===== src/rtl/mul_pkg.sv =====
// Shared types and sizing for the sequential multiplier.
// Latency: n/a (declarations only).
// Backpressure: n/a.
package mul_pkg;

    // Controller states: waiting, iterating, presenting a result.
    typedef enum logic [1:0] {
        IDLE = 2'd0,
        RUN  = 2'd1,
        DONE = 2'd2
    } state_t;

    // Iteration counter must be able to represent 0..width.
    function automatic int cnt_width(input int width);
        return $clog2(width + 1);
    endfunction

endpackage


===== src/rtl/mul_abs.sv =====
// Conditional two's-complement negate; used for operand magnitudes and result sign fix-up.
// Latency: combinational.
// Backpressure: none; pure function of its inputs.
module mul_abs
    import mul_pkg::*;
#(
    parameter int WIDTH = 32
) (
    input  logic [WIDTH-1:0] din,
    input  logic             neg,
    output logic [WIDTH-1:0] dout
);

    // Most negative value maps onto itself, which read as unsigned is its true magnitude.
    assign dout = neg ? -din : din;

endmodule


===== src/rtl/mul_seq.sv =====
// Radix-2 shift-add multiplier, signed or unsigned, full 2*WIDTH product plus flags.
// Latency: done asserted in the WIDTH+1'th cycle after the accepting edge; one result per WIDTH+1 cycles back-to-back.
// Backpressure: start is only looked at in IDLE/DONE; while busy it is ignored, no queueing.
module mul_seq
    import mul_pkg::*;
#(
    parameter int WIDTH = 32
) (
    input  logic             clk,
    input  logic             rst,
    input  logic             start,
    input  logic             is_signed,
    input  logic [WIDTH-1:0] a,
    input  logic [WIDTH-1:0] b,
    output logic [WIDTH-1:0] r,
    output logic [WIDTH-1:0] hi,
    output logic             n,
    output logic             z,
    output logic             c,
    output logic             v,
    output logic             busy,
    output logic             done
);

    localparam int CW = cnt_width(WIDTH);
    localparam logic [CW-1:0] LAST = CW'(WIDTH - 1);

    state_t               state;
    logic [CW-1:0]        cnt;
    logic [WIDTH-1:0]     mcand;     // |a|, held for the whole run
    logic [2*WIDTH-1:0]   acc;       // high half: partial product; low half: remaining multiplier bits
    logic                 neg_q;     // result needs negation
    logic                 sgn_q;     // operation was signed (selects overflow rule)

    logic [WIDTH-1:0]     a_mag;
    logic [WIDTH-1:0]     b_mag;
    logic [WIDTH:0]       sum;
    logic [2*WIDTH-1:0]   acc_nxt;
    logic [2*WIDTH-1:0]   prod;
    logic                 prod_n;
    logic                 prod_z;
    logic                 prod_v;

    mul_abs #(.WIDTH(WIDTH)) u_abs_a (
        .din  (a),
        .neg  (is_signed & a[WIDTH-1]),
        .dout (a_mag)
    );

    mul_abs #(.WIDTH(WIDTH)) u_abs_b (
        .din  (b),
        .neg  (is_signed & b[WIDTH-1]),
        .dout (b_mag)
    );

    // Final iteration's accumulator goes through the sign fix-up before being registered.
    mul_abs #(.WIDTH(2*WIDTH)) u_fix (
        .din  (acc_nxt),
        .neg  (neg_q),
        .dout (prod)
    );

    // One shift-add step: add multiplicand if the current multiplier bit is set, then shift right.
    always_comb begin
        sum     = {1'b0, acc[2*WIDTH-1:WIDTH]} + (acc[0] ? {1'b0, mcand} : '0);
        acc_nxt = {sum, acc[WIDTH-1:1]};
    end

    // Flags of the candidate result; overflow means the product does not fit in WIDTH bits.
    always_comb begin
        prod_n = prod[WIDTH-1];
        prod_z = (prod[WIDTH-1:0] == '0);
        prod_v = 1'b0;
        if (sgn_q)
            prod_v = (prod[2*WIDTH-1:WIDTH] != {WIDTH{prod[WIDTH-1]}});
        else
            prod_v = (prod[2*WIDTH-1:WIDTH] != '0);
    end

    // Carry has no meaning for a multiply.
    assign c = 1'b0;

    // Controller, datapath registers and registered outputs.
    always_ff @(posedge clk or posedge rst) begin
        if (rst) begin
            state <= IDLE;
            cnt   <= '0;
            mcand <= '0;
            acc   <= '0;
            neg_q <= 1'b0;
            sgn_q <= 1'b0;
            busy  <= 1'b0;
            done  <= 1'b0;
            r     <= '0;
            hi    <= '0;
            n     <= 1'b0;
            z     <= 1'b0;
            v     <= 1'b0;
        end else begin
            case (state)
                IDLE, DONE: begin
                    done <= 1'b0;
                    if (start) begin
                        state <= RUN;
                        busy  <= 1'b1;
                        cnt   <= '0;
                        mcand <= a_mag;
                        acc   <= {{WIDTH{1'b0}}, b_mag};
                        neg_q <= is_signed & (a[WIDTH-1] ^ b[WIDTH-1]);
                        sgn_q <= is_signed;
                    end else begin
                        state <= IDLE;
                        busy  <= 1'b0;
                    end
                end
                RUN: begin
                    acc <= acc_nxt;
                    cnt <= cnt + CW'(1);
                    if (cnt == LAST) begin
                        state <= DONE;
                        busy  <= 1'b0;
                        done  <= 1'b1;
                        r     <= prod[WIDTH-1:0];
                        hi    <= prod[2*WIDTH-1:WIDTH];
                        n     <= prod_n;
                        z     <= prod_z;
                        v     <= prod_v;
                    end
                end
                default: begin
                    state <= IDLE;
                    busy  <= 1'b0;
                    done  <= 1'b0;
                end
            endcase
        end
    end

endmodule


===== config.mk =====
export PLATFORM = sky130hd
export DESIGN_NAME = mul_seq
export DESIGN_NICKNAME = d
export VERILOG_FILES = /design/src/rtl/mul_pkg.sv /design/src/rtl/mul_abs.sv /design/src/rtl/mul_seq.sv
export SDC_FILE = /design/constraint.sdc
export NUM_CORES = 1
export LEC_CHECK = 0
export CELL_PAD_IN_SITES_DETAIL_PLACEMENT = 2
export CELL_PAD_IN_SITES_GLOBAL_PLACEMENT = 2
export CORE_ASPECT_RATIO = 0.75
export CORE_UTILIZATION = 36
export CTS_BUF_LIST = sky130_fd_sc_hd__clkbuf_2
export DETAILED_ROUTE_END_ITERATION = 10
export PLACE_DENSITY = 0.89
export SLEW_MARGIN = 20
export SYNTH_ARGS = -nofsm -noshare
export SYNTH_HDL_FRONTEND = slang
export SYNTH_SLANG_ARGS = --single-unit

===== constraint.sdc =====
create_clock -name clk -period 7.4 [get_ports clk]
set_input_delay 1.11 -clock clk [delete_from_list [all_inputs] [get_ports clk]]
set_output_delay 1.11 -clock clk [all_outputs]
set_load 0.005 [all_outputs]

==> run summary, run 1 <==
Leak pwr -> 0.005783 uW
Seq/Total Area, Yosys -> 33.74%
RSZ-0062 raised after global routing -> no
Post-synth EDFFs -> 0
Die width -> 219.4 um
Syn. warnings -> 0
Yosys top cell by area -> dfrtp_1
Die H -> 165.0 um
Synth cell count leaders -> nand2_1, o21ai_0, dfrtp_1, clkbuf_1, nor2_1
Tcrit/Tclk final -> 81.74%
Worst-Margin Slew -> 1086 ps
Final core occ -> 42.03%
Post-Syn Instances -> 1559
ANT nets after route -> 0
Clock Sinks -> 172
DRC marker count from the first detailed-route iteration -> 1093
Largest net degree at the start of global routing -> 98
Max Root-Sink Buffers -> 2
Syn_area_per_cell -> 8.182 um^2
# DRC -> 0
Skew final -> 94.71 ps
Top delay family on crit path -> compound AO/OA/AOI/OAI gates
FFs w/ async S/R, synth -> 100.0%
Final Net Count -> 1723
Worst Path Required -> 8230 ps
Min-delay worst type -> reg2reg
CTS resizes -> 0
Drt total wl -> 51860 um
Fin Setup TNS -> 0 ps
Max-cap violations -> 0
Max-slew headroom -> 26.95%
Post-synth top flop -> dfrtp_1
CTS tree -> built
Clk Tree Root Cell -> clkbuf_2
Hold_buf cts -> 0
Final min period -> 6049 ps
Crit Path Category -> reg2reg
Placer Congestion -> 0.9347
Reg-to-Reg Start -> acc[0]
Post-Syn Area -> 0.01276 mm^2
Clock transition at path regs -> 360 ps
Max FO, Critical Path -> 33
Row cnt -> 59
WP buf/inv -> 0
Total die area -> 0.03620 mm^2
Ports -> 138
FMAX -> 165.3 MHz
Critical path launch point type -> flop
Critical Path AT -> 6880 ps
Worst skew pair latency -> 880 ps
Max-slew violation count -> 0
Synth top area share -> 33.74%
Yosys reg bits -> 172
Share of cells above drive strength 1 -> 4.785%
Core region area -> 0.03477 mm^2
CP dominant cell by count -> nor3_1
Remaining Overflow, GRT -> 0
DP HPWL -> 40140 um
Total via count in the routed design -> 12830
Number of global-route vias before repair -> 13230
Slowest library cell on the worst path -> a2111oi_0
Port bufs -> 136
Status -> finished, final reports clean
Synth Net Count -> 1664
First-pass GRT wire length -> 79720 um
Routed WL per cell -> 24.84 um
Initial Utilization -> 36.69%
CP max stage delay -> 860 ps
Post-CTS setup buffers -> 0
Antenna violations before repair -> 3
Max H-tree Level -> 4
Worst VDD drop -> 0.1478 mV
GRT Total Usage -> 28.93%
Filler cells -> 3953
Final setup vio count -> 0
Worst path cell trace -> and2_1 > ha_1 > fa_1 > a21o_1 > a221oi_4 > nor3_1 > o311ai_0 > nor2_1 > a2111oi_0 > nand3_1 > o41a_1 > xor2_1 > a2111o_1 > a211oi_1 > nor3_1
Critical path launch point -> acc[0]
Vias per std cell -> 6.145
CP endpoint kind -> flop
PwrDens -> 428.7 mW/mm^2
Final hold vios -> 0
Hold Crit Start -> hi[28]
Layout area overhead -> 14.57%
Yosys cell types -> 88
Largest cells by area after synthesis -> dfrtp_1, o21ai_0, nand2_1
DR pass1 iterations -> 5
Top-count cell post-synth -> nand2_1
Total CTS buffers -> 17
[stage by stage]
| step | hold WS (ps) | setup slack [ps] | power (uW) | cells | instance area, um^2 |
|---|---|---|---|---|---|
| after CTS | 520.0 | 1424 | 6194 | 2087 | 14610 |
| final | 513.0 | 1351 | 6265 | 2088 | 14610 |
| after detailed placement | 470.0 | 1362 | 5615 | 2056 | 14380 |
| after global routing | 550.6 | 945.8 | 6656 | 2088 | 14610 |
| after floorplan | 438.3 | 1630 | 4019 | 1559 | 12760 |
| after global placement | 456.9 | 1654 | 5387 | 2056 | 14380 |
[layout make-up]
cell class / count / area [um^2] / area share (%)
Clock inverter: 13 / 142.6 / 0.9760
Multi-Input combinational cell: 1255 / 7955 / 54.43
Tap cell: 457 / 571.8 / 3.913
Timing Repair Buffer: 148 / 1451 / 9.932
Antenna cell: 1 / 2.502 / 0.01712
Clock buffer: 18 / 90.09 / 0.6164
Sequential cell: 172 / 4305 / 29.46
Inverter: 24 / 95.09 / 0.6507
[layer usage]
metal  vias to the layer above  wire length [um]  GRT usage, %
met5                         -                12             0
met4                         2               850         6.692
met3                        70              3835         6.685
met2                       466             22680         43.60
met1                      6486             24480         41.57
li1                       5806                 -             -
[cells in the final DEF (no fill, tap or decap), types with 7 or more instances in the layout]
| cell type | instances |
|---|---|
| xor2_1 | 71 |
| o41ai_1 | 15 |
| xnor2_1 | 74 |
| nand2b_1 | 16 |
| inv_1 | 22 |
| o21a_1 | 7 |
| o211ai_1 | 15 |
| nand4_1 | 32 |
| a22oi_1 | 31 |
| and2_1 | 45 |
| nand3_1 | 26 |
| a22o_1 | 18 |
| or3_1 | 20 |
| clkdlybuf4s50_1 | 136 |
| dfrtp_1 | 171 |
| ha_1 | 36 |
| or4_1 | 16 |
| o31ai_1 | 23 |
| nor3_1 | 40 |
| nor4_1 | 23 |
| clkbuf_2 | 18 |
| a211oi_1 | 15 |
| buf_4 | 12 |
| a31oi_1 | 7 |
| o21ai_0 | 191 |
| nand2_1 | 229 |
| nor2_1 | 83 |
| a211o_1 | 8 |
| a21o_1 | 14 |
| a21oi_1 | 66 |
[flip-flops by register name (all words and copies together) (netlist names)]
name and cells:
acc 64, hi 32, mcand 32, r 32
cnt 6, busy 1, done 1, neg_q 1
sgn_q 1, v 1, z 1
[worst reg2reg max path, cell delays in order, from the launching register on]
cell and delay [ps]:
dfrtp_1 750, and2_1 330, ha_1 220, fa_1 450, a21o_1 270, a221oi_4 520
nor3_1 270, o311ai_0 490, nor2_1 280, a2111oi_0 860, nand3_1 300, o41a_1 440
xor2_1 180, a2111o_1 400, a211oi_1 240, nor3_1 70
[power by group]
part           total, uW  internal [uW]  leakage [uW]  switching [uW]
Sequential          1830           1330       0.00207             503
Combinational       3880           1420       0.00357            2470
Clock                553            158      0.000141             394
Total               6270           2900       0.00578            3370
[kinds of logic (layout without fill, tap and decap cells)]
family | count (synthesis) | count (layout) | synth area share (%)
AND/OR/NAND/NOR | 579 | 579 | 22.60
AO/OA/AOI/OAI | 487 | 487 | 25.41
flip-flops | 172 | 172 | 33.74
XOR/XNOR | 145 | 145 | 9.956
buffers and inverters | 132 | 203 | 4.090
adder cells (fa/ha/maj) | 37 | 37 | 3.688
multiplexers | 6 | 6 | 0.4904
other | 1 | 2 | 0.02940
[worst paths after layout]
check	end	slack [ps]	depth (start not counted)
setup / recovery	v	1350	15
hold / removal	hi[28]	510	2
setup reg to reg	v	1350	15
hold reg to reg	hi[28]	510	2
max in group asynchronous	neg_q	5340	3
min in group asynchronous	r[8]	630	2
Power figures use the tool's default switching activity.
==> inputs of run 2 (changes only) <==
clock period = 5.9 ns   (was 7.4 ns; I/O delays follow)
==> run 2 against run 1 <==
Utilization is 0.32 points higher. Sequential power is 24% higher. Highest routed layer is now met4. Hold slack worse by 31 ps. Combinational power is 30% higher. Clock power is 21% higher.
==> run summary, run 2 (synthesis gave the netlist of run 1 again) <==
Slowest library cell on the worst path -> or4_1
Worst VDD drop -> 0.2049 mV
Max Root-Sink Buffers -> 2
Commonest non-fill, non-tap cell in the layout -> nand2_1
Row cnt -> 59
Met3 routed WL -> 3280 um
Final hold vios -> 0
Remaining Overflow, GRT -> 0
CP endpoint kind -> flop
Die width -> 219.4 um
Met2 wire length -> 22530 um
Post-CTS setup buffers -> 0
Max-slew headroom -> 30.05%
DRC marker count from the first detailed-route iteration -> 1104
Final min period -> 5596 ps
Largest net degree at the start of global routing -> 95
PwrDens -> 541.6 mW/mm^2
Top delay family on crit path -> compound AO/OA/AOI/OAI gates
Min-delay worst type -> in2async
GRT Total Usage -> 29.06%
Max FFs per register -> 64
PnR worst setup slack -> 303.8 ps
Initial Utilization -> 36.69%
Port bufs -> 136
Setup WS pre-CTS -> 414.9 ps
Max H-tree Level -> 4
Total via count in the routed design -> 12890
Core region area -> 0.03477 mm^2
CP max stage delay -> 680 ps
Clock transition at path regs -> 300 ps
Drt total wl -> 51850 um
Number of global-route vias before repair -> 13190
Layout area overhead -> 15.43%
Clock Sinks -> 172
Total die area -> 0.03620 mm^2
Final Net Count -> 1737
Worst skew pair latency -> 890 ps
Placer Congestion -> 0.9502
Biggest register -> acc
Clk Tree Root Cell -> clkbuf_2
Worst-Margin Slew -> 1049 ps
DR pass1 iterations -> 6
Commonest cells after routing, fill and taps aside -> nand2_1, o21ai_0, dfrtp_1, clkdlybuf4s50_1, nor2_1
Worst Path Required -> 6690 ps
Max FO, Critical Path -> 8
Worst path cell trace -> and2_1 > ha_1 > fa_1 > a21o_1 > a221oi_4 > xor2_1 > nand4_1 > or4_1 > o41ai_1 > xor2_1 > o2111ai_1 > nor3_1 > nand4_1 > a2111oi_2 > nor3_1
Crit Path Category -> reg2reg
ANT nets after route -> 0
Critical Path AT -> 6390 ps
Final setup vio count -> 0
Max layer used -> met4
Hold_buf cts -> 0
Critical path launch point type -> flop
WL met1 -> 25370 um
Antenna violations before repair -> 2
Max-slew violation count -> 0
Status -> finished, final reports clean
CTS resizes -> 0
Die H -> 165.0 um
# DRC -> 0
CTS tree -> built
Max-cap violations -> 0
Leak pwr -> 0.005845 uW
WP buf/inv -> 0
DP HPWL -> 40560 um
Total CTS buffers -> 17
RSZ-0062 raised after global routing -> no
Routed WL per cell -> 24.67 um
Skew final -> 51.10 ps
First-pass GRT wire length -> 80230 um
Total power -> 7974 uW
Ports -> 138
Filler cells -> 3971
Share of cells above drive strength 1 -> 5.535%
FMAX -> 178.7 MHz
Tcrit/Tclk final -> 94.85%
Vias per std cell -> 6.131
Register-to-register setup slack -> 300 ps
Fin Setup TNS -> 0 ps
[run 2: cell count changes in the layout (fill, tap and decap cells not counted)]
cell	previous run	this run
clkinv_1	1	3
clkinvlp_4	2	4
clkinv_4	3	2
buf_4	12	26
clkbuf_2	18	17
a211oi_2	0	1
inv_6	4	1
clkinv_2	3	2
a211oi_1	15	14
inv_8	0	2
[run 2: cell type report]
cell class | count | area (um^2) | area share [%]
multi-input combinational | 1255 | 7960 | 54.06
sequential | 172 | 4305 | 29.24
timing repair buffer | 162 | 1556 | 10.57
tap | 457 | 571.8 | 3.883
clock inverter | 14 | 147.6 | 1.003
inverter | 24 | 95.09 | 0.6458
clock buffer | 17 | 85.08 | 0.5778
antenna | 1 | 2.502 | 0.01700
[run 2: through the flow]
| stage | cells | hold slack, ps | cell area [um^2] | utilization [%] |
|---|---|---|---|---|
| after floorplan | 1559 | 438.3 | 12760 | - |
| after global placement | 2070 | 455.5 | 14480 | 41.66 |
| after detailed placement | 2070 | 466.2 | 14480 | 41.66 |
| after CTS | 2101 | 473.3 | 14720 | 42.33 |
| after global routing | 2102 | 490.1 | 14720 | 42.35 |
| final | 2102 | 482.5 | 14720 | 42.35 |
[run 2: worst register-to-register path, stage by stage (launching register included)]
cell and delay [ps]:
dfrtp_1 500, and2_1 210, ha_1 240, fa_1 440
a21o_1 260, a221oi_4 510, xor2_1 550, nand4_1 210
or4_1 680, o41ai_1 450, xor2_1 460, o2111ai_1 220
nor3_1 190, nand4_1 130, a2111oi_2 370, nor3_1 90
[run 2: worst paths after layout]
| path | start | end | depth (start not counted) |
|---|---|---|---|
| worst max-delay path | acc[0] | v | 15 |
| worst min-delay path | rst | r[17] | 2 |
| worst max register to register | acc[0] | v | 15 |
| worst min register to register | hi[28] | hi[28] | 2 |
| max in group asynchronous | rst | acc[49] | 3 |
| min in group clk | hi[28] | hi[28] | 2 |
[run 2: routing by layer]
layer,track usage [%],vias up
met5,0,-
met4,6.313,0
met3,4.696,41
met1,43.80,6585
met2,43.02,422
li1,-,5840
[run 2: power breakdown]
group,internal [uW],total (uW),leakage (uW),switching [uW]
clock network,194,671,0.000131,477
registers,1660,2270,0.00207,602
logic,1850,5040,0.00364,3190
total,3710,7970,0.00584,4260
==> inputs of run 3 (changes only) <==
CORE_ASPECT_RATIO = 1.5   (was 0.75)
SLEW_MARGIN = 30   (was 20)
==> run 3 against run 2 <==
Sequential share of layout area fell by 0.070 points. Register-to-register slack better by 30 ps. Cell count increased by 0.81%. Routed wire length shrank 1.6%. Power decreased by 1.5%. Highest routed layer unchanged. Hold slack worse by 21 ps. Largest power group unchanged. Clock-buffer cell count stayed put. Sequential power decreased by 3%. Clock skew is 6.2 ps higher.
==> run summary, run 3 (synthesis gave the netlist of run 1 again) <==
Clock Power Share -> 8.3%
Commonest non-fill, non-tap cell in the layout -> nand2_1
ANT nets after route -> 0
Commonest cells after routing, fill and taps aside -> nand2_1, o21ai_0, dfrtp_1, clkdlybuf4s50_1, nor2_1
DP HPWL -> 39570 um
Max H-tree Level -> 4
Sw Pwr -> 4191 uW
WP buf/inv -> 1
Area after DPL -> 0.01452 mm^2
Storage cell area -> 0.004305 mm^2
Critical Path AT -> 6390 ps
Layout area overhead -> 15.70%
Placer Congestion -> 0.9510
Port bufs -> 136
Fin area -> 0.01476 mm^2
Biggest register -> acc
Combinational Power Share -> 63.6%
Antenna violations before repair -> 1
Final Net Count -> 1737
Flop pwr share -> 28.1%
Status -> finished, final reports clean
FMAX -> 179.8 MHz
Max-slew headroom -> 37.90%
Largest net degree at the start of global routing -> 101
Core region area -> 0.03500 mm^2
Share of cells above drive strength 1 -> 5.836%
Final setup vio count -> 0
# placed instances -> 2086
Max-slew violation count -> 0
Post-CTS setup buffers -> 0
Routed WL per cell -> 24.09 um
Number of global-route vias before repair -> 14280
Ports -> 138
Clock Sinks -> 172
CTS resizes -> 0
CP endpoint kind -> flop
Tcrit/Tclk final -> 94.29%
Total via count in the routed design -> 12720
Setup WS pre-CTS -> 282.9 ps
First-pass GRT wire length -> 80650 um
Non-filler cells, final -> 2119
RSZ-0062 raised after global routing -> no
CP max stage delay -> 710 ps
GRT Total Usage -> 29.15%
Worst VDD drop -> 0.2002 mV
Fin Setup TNS -> 0 ps
Clk Tree Root Cell -> clkbuf_2
Int Pwr -> 3665 uW
Final hold vios -> 0
Crit Path Category -> reg2reg
Vias per std cell -> 6.002
Skew final -> 57.32 ps
Final min period -> 5563 ps
Max FFs per register -> 64
Hold_buf cts -> 0
Max FO, Critical Path -> 19
Worst Path Required -> 6730 ps
# DRC -> 0
Filler cells -> 3967
Total CTS buffers -> 17
Max-cap violations -> 0
Top delay family on crit path -> compound AO/OA/AOI/OAI gates
Leak pwr -> 0.005846 uW
Row cnt -> 84
Initial Utilization -> 36.45%
PwrDens -> 532.3 mW/mm^2
Clock transition at path regs -> 300 ps
Die H -> 232.5 um
Total power -> 7856 uW
Max Root-Sink Buffers -> 2
Total die area -> 0.03621 mm^2
Multi-input logic area -> 0.007978 mm^2
DRC marker count from the first detailed-route iteration -> 530
Worst skew pair latency -> 930 ps
PnR worst setup slack -> 336.9 ps
Min-delay worst type -> in2async
Slowest library cell on the worst path -> a2111oi_1
Critical path launch point type -> flop
DR pass1 iterations -> 5
Remaining Overflow, GRT -> 0
Drt total wl -> 51040 um
Die width -> 155.7 um
Worst path cell trace -> buf_4 > and2_1 > ha_1 > a21oi_1 > o211ai_1 > a211o_1 > o311ai_0 > nor2_1 > a2111oi_1 > nand3_1 > o41a_1 > xor2_1 > a2111o_1 > a211oi_1 > nor3_1
Worst-Margin Slew -> 923.0 ps
Switching share of power -> 53.34%
CTS tree -> built
==> run 3: final cells by class <==
| type | instances | share of cell area [%] |
|---|---|---|
| multi-input combinational | 1255 | 54.05 |
| clock buffer | 17 | 0.5765 |
| sequential | 172 | 29.17 |
| timing repair buffer | 162 | 10.63 |
| tap | 473 | 4.010 |
| inverter | 24 | 0.6443 |
| clock inverter | 15 | 0.8986 |
| antenna | 1 | 0.01695 |
==> run 3: final timing paths <==
path,startpoint,endpoint,slack [ps],depth (start not counted)
max reg2reg,acc[0],v,340,15
max in group asynchronous,rst,mcand[7],4450,3
min in group clk,r[22],r[22],520,2
min reg2reg,r[22],r[22],520,2
min,rst,r[22],460,2
max,acc[0],v,340,15
==> run 3: metal layers <==
metal | wire [um] | track usage [%] | vias up
li1 | - | - | 5831
met1 | 18010 | 28.26 | 6410
met2 | 27790 | 55.48 | 294
met3 | 1164 | 3.762 | 184
met4 | 4077 | 22.09 | 0
met5 | 0 | 0 | -
==> run 3: power groups by stage <==
stage	Sequential (uW)	Clock (uW)	Combinational, uW
global route	2270	704	5380
detailed placement	2250	0	4910
global placement	2210	0	4720
CTS	2220	673	4960
finish	2210	650	4990
floorplan	1970	0	3080
==> run 3: through the flow <==
stage               hold slack, ps  util [%]
floorplan                    438.3         -
global placement             460.9     41.48
detailed placement           472.9     41.48
CTS                          436.7     42.10
global route                 458.6     42.17
finish                       461.6     42.17
==> run 3: worst register-to-register path, stage by stage, from the launching register on <==
cell and delay, ps:
dfrtp_1 580, buf_4 250, and2_1 190, ha_1 440
a21oi_1 430, o211ai_1 350, a211o_1 380, o311ai_0 420
nor2_1 140, a2111oi_1 710, nand3_1 270, o41a_1 440
xor2_1 190, a2111o_1 400, a211oi_1 240, nor3_1 80
